===== src/rtl/addsub_tree_if.sv =====
// Fixed-point datapath bundle: shared clock, reset and word width.
// Every fixedp unit takes its operand width from here.
package fixedp_pkg;
  localparam int WIDTH = 8;
endpackage

interface fixedp (input logic clk);
  logic reset;

  modport master (
    input  clk,
    output reset
  );

  modport slave (
    input clk,
    input reset
  );
endinterface


===== src/rtl/addsub_tree.sv =====
// Pipelined multi-operand add/sub tree: f = sum(+/-x[i]).
// Exact internal width; optional output saturation with overflow flags.
module addsub_tree
  import fixedp_pkg::*;
#(
  parameter int NUM_IN = 4,
  parameter bit SAT    = 1'b0
) (
  fixedp.slave                   g,
  input  logic                   en,
  input  logic                   in_valid,
  input  logic [NUM_IN*WIDTH-1:0] x,
  input  logic [NUM_IN-1:0]      sub,
  input  logic                   ovf_clr,
  output logic [WIDTH-1:0]       f,
  output logic                   out_valid,
  output logic                   ovf,
  output logic                   ovf_sticky
);

  localparam int L  = (NUM_IN > 1) ? $clog2(NUM_IN) : 0;
  localparam int N2 = 1 << L;
  localparam int IW = WIDTH + L + 1;

  localparam logic signed [IW-1:0] MAXV =
    {{(L+2){1'b0}}, {(WIDTH-1){1'b1}}};
  localparam logic signed [IW-1:0] MINV =
    {{(L+2){1'b1}}, {(WIDTH-1){1'b0}}};

  logic signed [IW-1:0] opw [N2];

  for (genvar i = 0; i < N2; i++) begin : g_op
    if (i < NUM_IN) begin : g_live
      logic signed [IW-1:0] ext;
      assign ext = {{(IW-WIDTH){x[i*WIDTH+WIDTH-1]}},
                    x[i*WIDTH +: WIDTH]};
      assign opw[i] = sub[i] ? -ext : ext;
    end else begin : g_pad
      assign opw[i] = '0;
    end
  end

  // Heap layout: leaves at N2-1.., node n sums 2n+1 and 2n+2,
  // so each tree level lands one register further from the leaves.
  logic signed [IW-1:0] tr [2*N2-1];

  always_ff @(posedge g.clk) begin
    if (g.reset) begin
      for (int n = 0; n < 2*N2-1; n++) begin
        tr[n] <= '0;
      end
    end else if (en) begin
      for (int n = 0; n < N2-1; n++) begin
        tr[n] <= tr[2*n+1] + tr[2*n+2];
      end
      for (int i = 0; i < N2; i++) begin
        tr[N2-1+i] <= opw[i];
      end
    end
  end

  logic signed [IW-1:0] sum;
  logic                 pos;
  logic                 neg;
  logic [WIDTH-1:0]     fn;
  logic [L+1:0]         vp;

  assign sum = tr[0];
  assign pos = sum > MAXV;
  assign neg = sum < MINV;

  always_comb begin
    fn = sum[WIDTH-1:0];
    if (SAT && pos) begin
      fn = MAXV[WIDTH-1:0];
    end else if (SAT && neg) begin
      fn = MINV[WIDTH-1:0];
    end
  end

  always_ff @(posedge g.clk) begin
    if (g.reset) begin
      vp         <= '0;
      f          <= '0;
      ovf        <= 1'b0;
      ovf_sticky <= 1'b0;
    end else begin
      if (en) begin
        vp  <= {vp[L:0], in_valid};
        f   <= fn;
        ovf <= pos | neg;
      end
      // a fresh overflow beats a simultaneous clear
      ovf_sticky <= (ovf_sticky & ~ovf_clr)
                  | (en & vp[L] & (pos | neg));
    end
  end

  assign out_valid = vp[L+1];

endmodule


===== src/flat_wrapper.sv =====
// flat-port wrapper written by rule: the top's interface ports become plain ports
module addsub_tree_flat import fixedp_pkg::*;
#(
  parameter int NUM_IN = 4,
  parameter bit SAT    = 1'b0
)
  (en, in_valid, x, sub, ovf_clr, f, out_valid, ovf, ovf_sticky, clk, g_reset);
  fixedp g_i (.clk(clk));
  input  logic en;
  input  logic in_valid;
  input  logic [NUM_IN*WIDTH-1:0] x;
  input  logic [NUM_IN-1:0] sub;
  input  logic ovf_clr;
  output logic [WIDTH-1:0] f;
  output logic out_valid;
  output logic ovf;
  output logic ovf_sticky;
  input wire logic clk;
  input wire logic [$bits(g_i.reset)-1:0] g_reset;
  assign g_i.reset = g_reset;
  addsub_tree #(.NUM_IN(NUM_IN), .SAT(SAT)) u_core (.g(g_i), .en(en), .in_valid(in_valid), .x(x), .sub(sub), .ovf_clr(ovf_clr), .f(f), .out_valid(out_valid), .ovf(ovf), .ovf_sticky(ovf_sticky));
endmodule

===== config.mk =====
export PLATFORM = sky130hd
export DESIGN_NAME = addsub_tree_flat
export DESIGN_NICKNAME = d
export VERILOG_FILES = /design/src/rtl/addsub_tree_if.sv /design/src/rtl/addsub_tree.sv /design/src/flat_wrapper.sv
export SDC_FILE = /design/constraint.sdc
export NUM_CORES = 1
export LEC_CHECK = 0
export ABC_CLOCK_PERIOD_IN_PS = 3950
export BUFFER_PORTS_ARGS = -buffer_cell sky130_fd_sc_hd__buf_2
export CAP_MARGIN = 20
export CORE_UTILIZATION = 65
export DETAILED_ROUTE_END_ITERATION = 8
export HOLD_SLACK_MARGIN = 0.06
export MAX_ROUTING_LAYER = met4
export PLACE_DENSITY = 0.95
export SLEW_MARGIN = 20
export SYNTH_ARGS = -nofsm -noshare
export SYNTH_HDL_FRONTEND = slang
export SYNTH_SLANG_ARGS = --single-unit

===== constraint.sdc =====
create_clock -name clk -period 3.95 [get_ports clk]
set_input_delay 0.5925 -clock clk [delete_from_list [all_inputs] [get_ports clk]]
set_output_delay 0.5925 -clock clk [all_outputs]
set_load 0.1 [all_outputs]

==> reports/qor.txt <==
first-pass GRT wire length: 16,600 um
die height: 93.2 um
Worst EP required: 4020 ps
Least-Margin Pin Slew: 830 ps
logic gate share of total power: 23.7%
max_slew headroom: 44.7%
Post-Synth Simple-Gate Area: 15.9%
metal3 WL: 470 um
starting density of the core: 68.5%
unrepaired setup endpoints after global routing: no
DR pass1 iterations: 5
CP Class: flop to flop
Place WS: 1500 ps
Leak: 2.48 nW
Sequential Power Share: 51.8%
Compound-Gate Fraction of Synth Area: 15.3%
Hold WS: 490 ps
CTS tree: done
CTS buffer count: 9
gr usage total: 25.4%
overall power: 2.28 mW
Mapped Nets: 573
post-CTS resize count: 0
setup TNS: 0 ps
Routed Wire Length: 10,200 um
largest net degree at the start of global routing: 46
period utilisation layout: 55.7%
vias in the first global route: 3,719
highest routed layer: met4
register bit total from synthesis: 91
Remaining DRCs: 0
full die area: 8680 um^2
width of the die: 93.2 um
TritonCTS sink count: 91
Main synth FF type: edfxtp_1
Area Overhead vs Synth: 9.27%
Setup violations, final: 0
largest family of logic cells by synthesized area: simple AND/OR/NAND/NOR gates
outcome: finished clean
Clock Power Share: 24.5%
WL/cell: 15.6 um
Final Max Tran Viols: 0
post-DR vias/cell: 5.94
antenna violations before repair: 0
Max Fanout on Critical Path: 4
GR Overflow Total: 0
Tmin final: 2200 ps
NetSw: 0.695 mW
via count: 3,861
Mean Syn Cell Area: 10.9 um^2
Cell Area, Synth: 5400 um^2
port bufs: 51
synth unique cells: 55
peak supply drop: 206 uV
Post-Synth XOR/XNOR Area: 5.68%
Synth Area in Adders: 8.99%
Post-Synthesis Cells: 495
placed cells: 634
Placer Congestion: 0.918
1st-iter DRT viols: 249
Core Region: 7890 um^2
YS warnings: 0
crit path launch type: flop
CP arrival: 2270 ps
final setup margin: 1750 ps
Final Hold Viols: 0
most frequent cells in the layout: edfxtp_1 (77), nor2_1 (71), buf_2 (51), a21oi_1 (34), ha_1 (34)
Clk pin slew, worst setup/hold paths: 90 ps
sw frac: 30.5%
Detail Route Antenna Nets: 0
PD cells: 386 nW/um^2
Int Power: 1.58 mW
register area share after synthesis: 48.0%
H-tree depth: 3
Worst Reg2Reg Path Length in Cells: 8
share of layout cells above drive strength 1: 19.2%
Ports: 52
fmax: 455 MHz
reported max-cap violation count: 0
clk buf depth: 2
worst-skew pair later-pin latency: 350 ps
Worst Skew: 7.91 ps
DP Wirelength: 7360 um
Nets: 621
filler instances: 505
row count: 32
M1 wire length: 4290 um
ys async rst share: 0%
non-filler instance count after layout: 650
DR WL met2: 5100 um
Hold Crit Depth: 2
Post-synth EDFFs: 77
Post CTS Setup Buffer Count: 0
hold buffers post-CTS: 0
Hold/Removal Path Class: flop to flop
CP endpoint kind: flop
n_diodes: 0
commonest non-fill, non-tap cell in the layout: edfxtp_1
post-synthesis mux area share: 3.15%
Clock Root Buffer: clkbuf_8
[through the flow]
stage          instance area (um^2)  utilization (%)
2_1_floorplan                  5400                -
3_5_place_dp                   5730             72.7
6_report                       5900             74.8
4_1_cts                        5900             74.8
5_1_grt                        5900             74.8
3_3_place_gp                   5730             72.7
[cell usage after synthesis, drive strengths merged, types with 3 or more instances]
| library cell | n | area [um^2] |
|---|---|---|
| o21a | 8 | 60.1 |
| edfxtp | 77 | 2310 |
| o21bai | 3 | 30.0 |
| dfxtp | 14 | 280 |
| nand3b | 8 | 60.1 |
| nor2 | 71 | 267 |
| nor2b | 9 | 56.3 |
| or2 | 5 | 31.3 |
| nand2 | 33 | 124 |
| o41ai | 4 | 57.6 |
| a211oi | 7 | 77.6 |
| nor3 | 7 | 40.0 |
| inv | 23 | 86.3 |
| nand3 | 5 | 25.0 |
| and2 | 3 | 18.8 |
| xnor2 | 6 | 52.6 |
| a21oi | 37 | 211 |
| or3 | 3 | 18.8 |
| o22ai | 3 | 18.8 |
| nor3b | 3 | 32.5 |
| fa | 3 | 60.1 |
| o31ai | 10 | 118 |
| clkbuf | 6 | 22.5 |
| mux2i | 17 | 170 |
| nor4 | 5 | 82.6 |
| a221oi | 3 | 45.0 |
| a21o | 8 | 61.3 |
| nand2b | 13 | 81.3 |
| o21ai | 19 | 98.9 |
| o211a | 3 | 30.0 |
| buf | 11 | 55.1 |
| xor2 | 29 | 254 |
| ha | 34 | 425 |
[per-layer routing]
layer | GRT usage [%] | vias to the layer above
met5 | - | -
met4 | 10.5 | 0
met3 | 5.04 | 22
met2 | 43.4 | 140
met1 | 29.3 | 1824
li1 | - | 1875
[kinds of logic after synthesis]
kind of cell,after synthesis
mux,17
compound gates,107
buf+inv,40
fa+ha+maj,37
xor+xnor,35
simple gates,168
flops,91
[flip-flops by register name (all words and copies together) (netlist names)]
signal             count
u_core.ovf             1
u_core.vp              4
u_core.ovf_sticky      1
u_core.f               8
u_core.tr             77
[power by group through the flow]
| stage | Sequential, mW | Clock [mW] | Combinational [mW] |
|---|---|---|---|
| finish | 1.18 | 0.559 | 0.540 |
| global route | 1.19 | 0.604 | 0.587 |
| CTS | 1.18 | 0.561 | 0.536 |
| detailed placement | 1.20 | 0 | 0.528 |
| global placement | 1.20 | 0 | 0.497 |
| floorplan | 1.23 | 0 | 0.362 |
[worst paths after layout]
path / start / endpoint / slack, ps
setup / recovery: u_core.tr[3][0]$_SDFFCE_PN0P_ / u_core.tr[1][8]$_SDFFCE_PN0P_ / 1750
hold / removal: u_core.tr[0][3]$_SDFFCE_PN0P_ / u_core.f[3]$_SDFFE_PP0P_ / 490
setup reg to reg: u_core.tr[3][0]$_SDFFCE_PN0P_ / u_core.tr[1][8]$_SDFFCE_PN0P_ / 1750
hold reg to reg: u_core.tr[0][3]$_SDFFCE_PN0P_ / u_core.f[3]$_SDFFE_PP0P_ / 490
[worst max-delay path: stages (launching register included)]
cell and delay (ps):
edfxtp_1 350, ha_1 200, inv_1 70, fa_1 390
nor2b_1 310, o31ai_4 110, a21o_1 200, a21oi_1 200
nor3b_2 80
[area by class of cell]
type | count | area, um^2 | share of cell area [%]
clock inverters | 5 | 28.8 | 0.488
repair buffers | 54 | 278 | 4.71
well taps | 102 | 128 | 2.16
clock buffers | 11 | 141 | 2.40
flip-flops and latches | 91 | 2590 | 43.9
inverters | 23 | 86.3 | 1.46
multi-input cells | 364 | 2650 | 44.9
(Power assumes the default switching activity.)
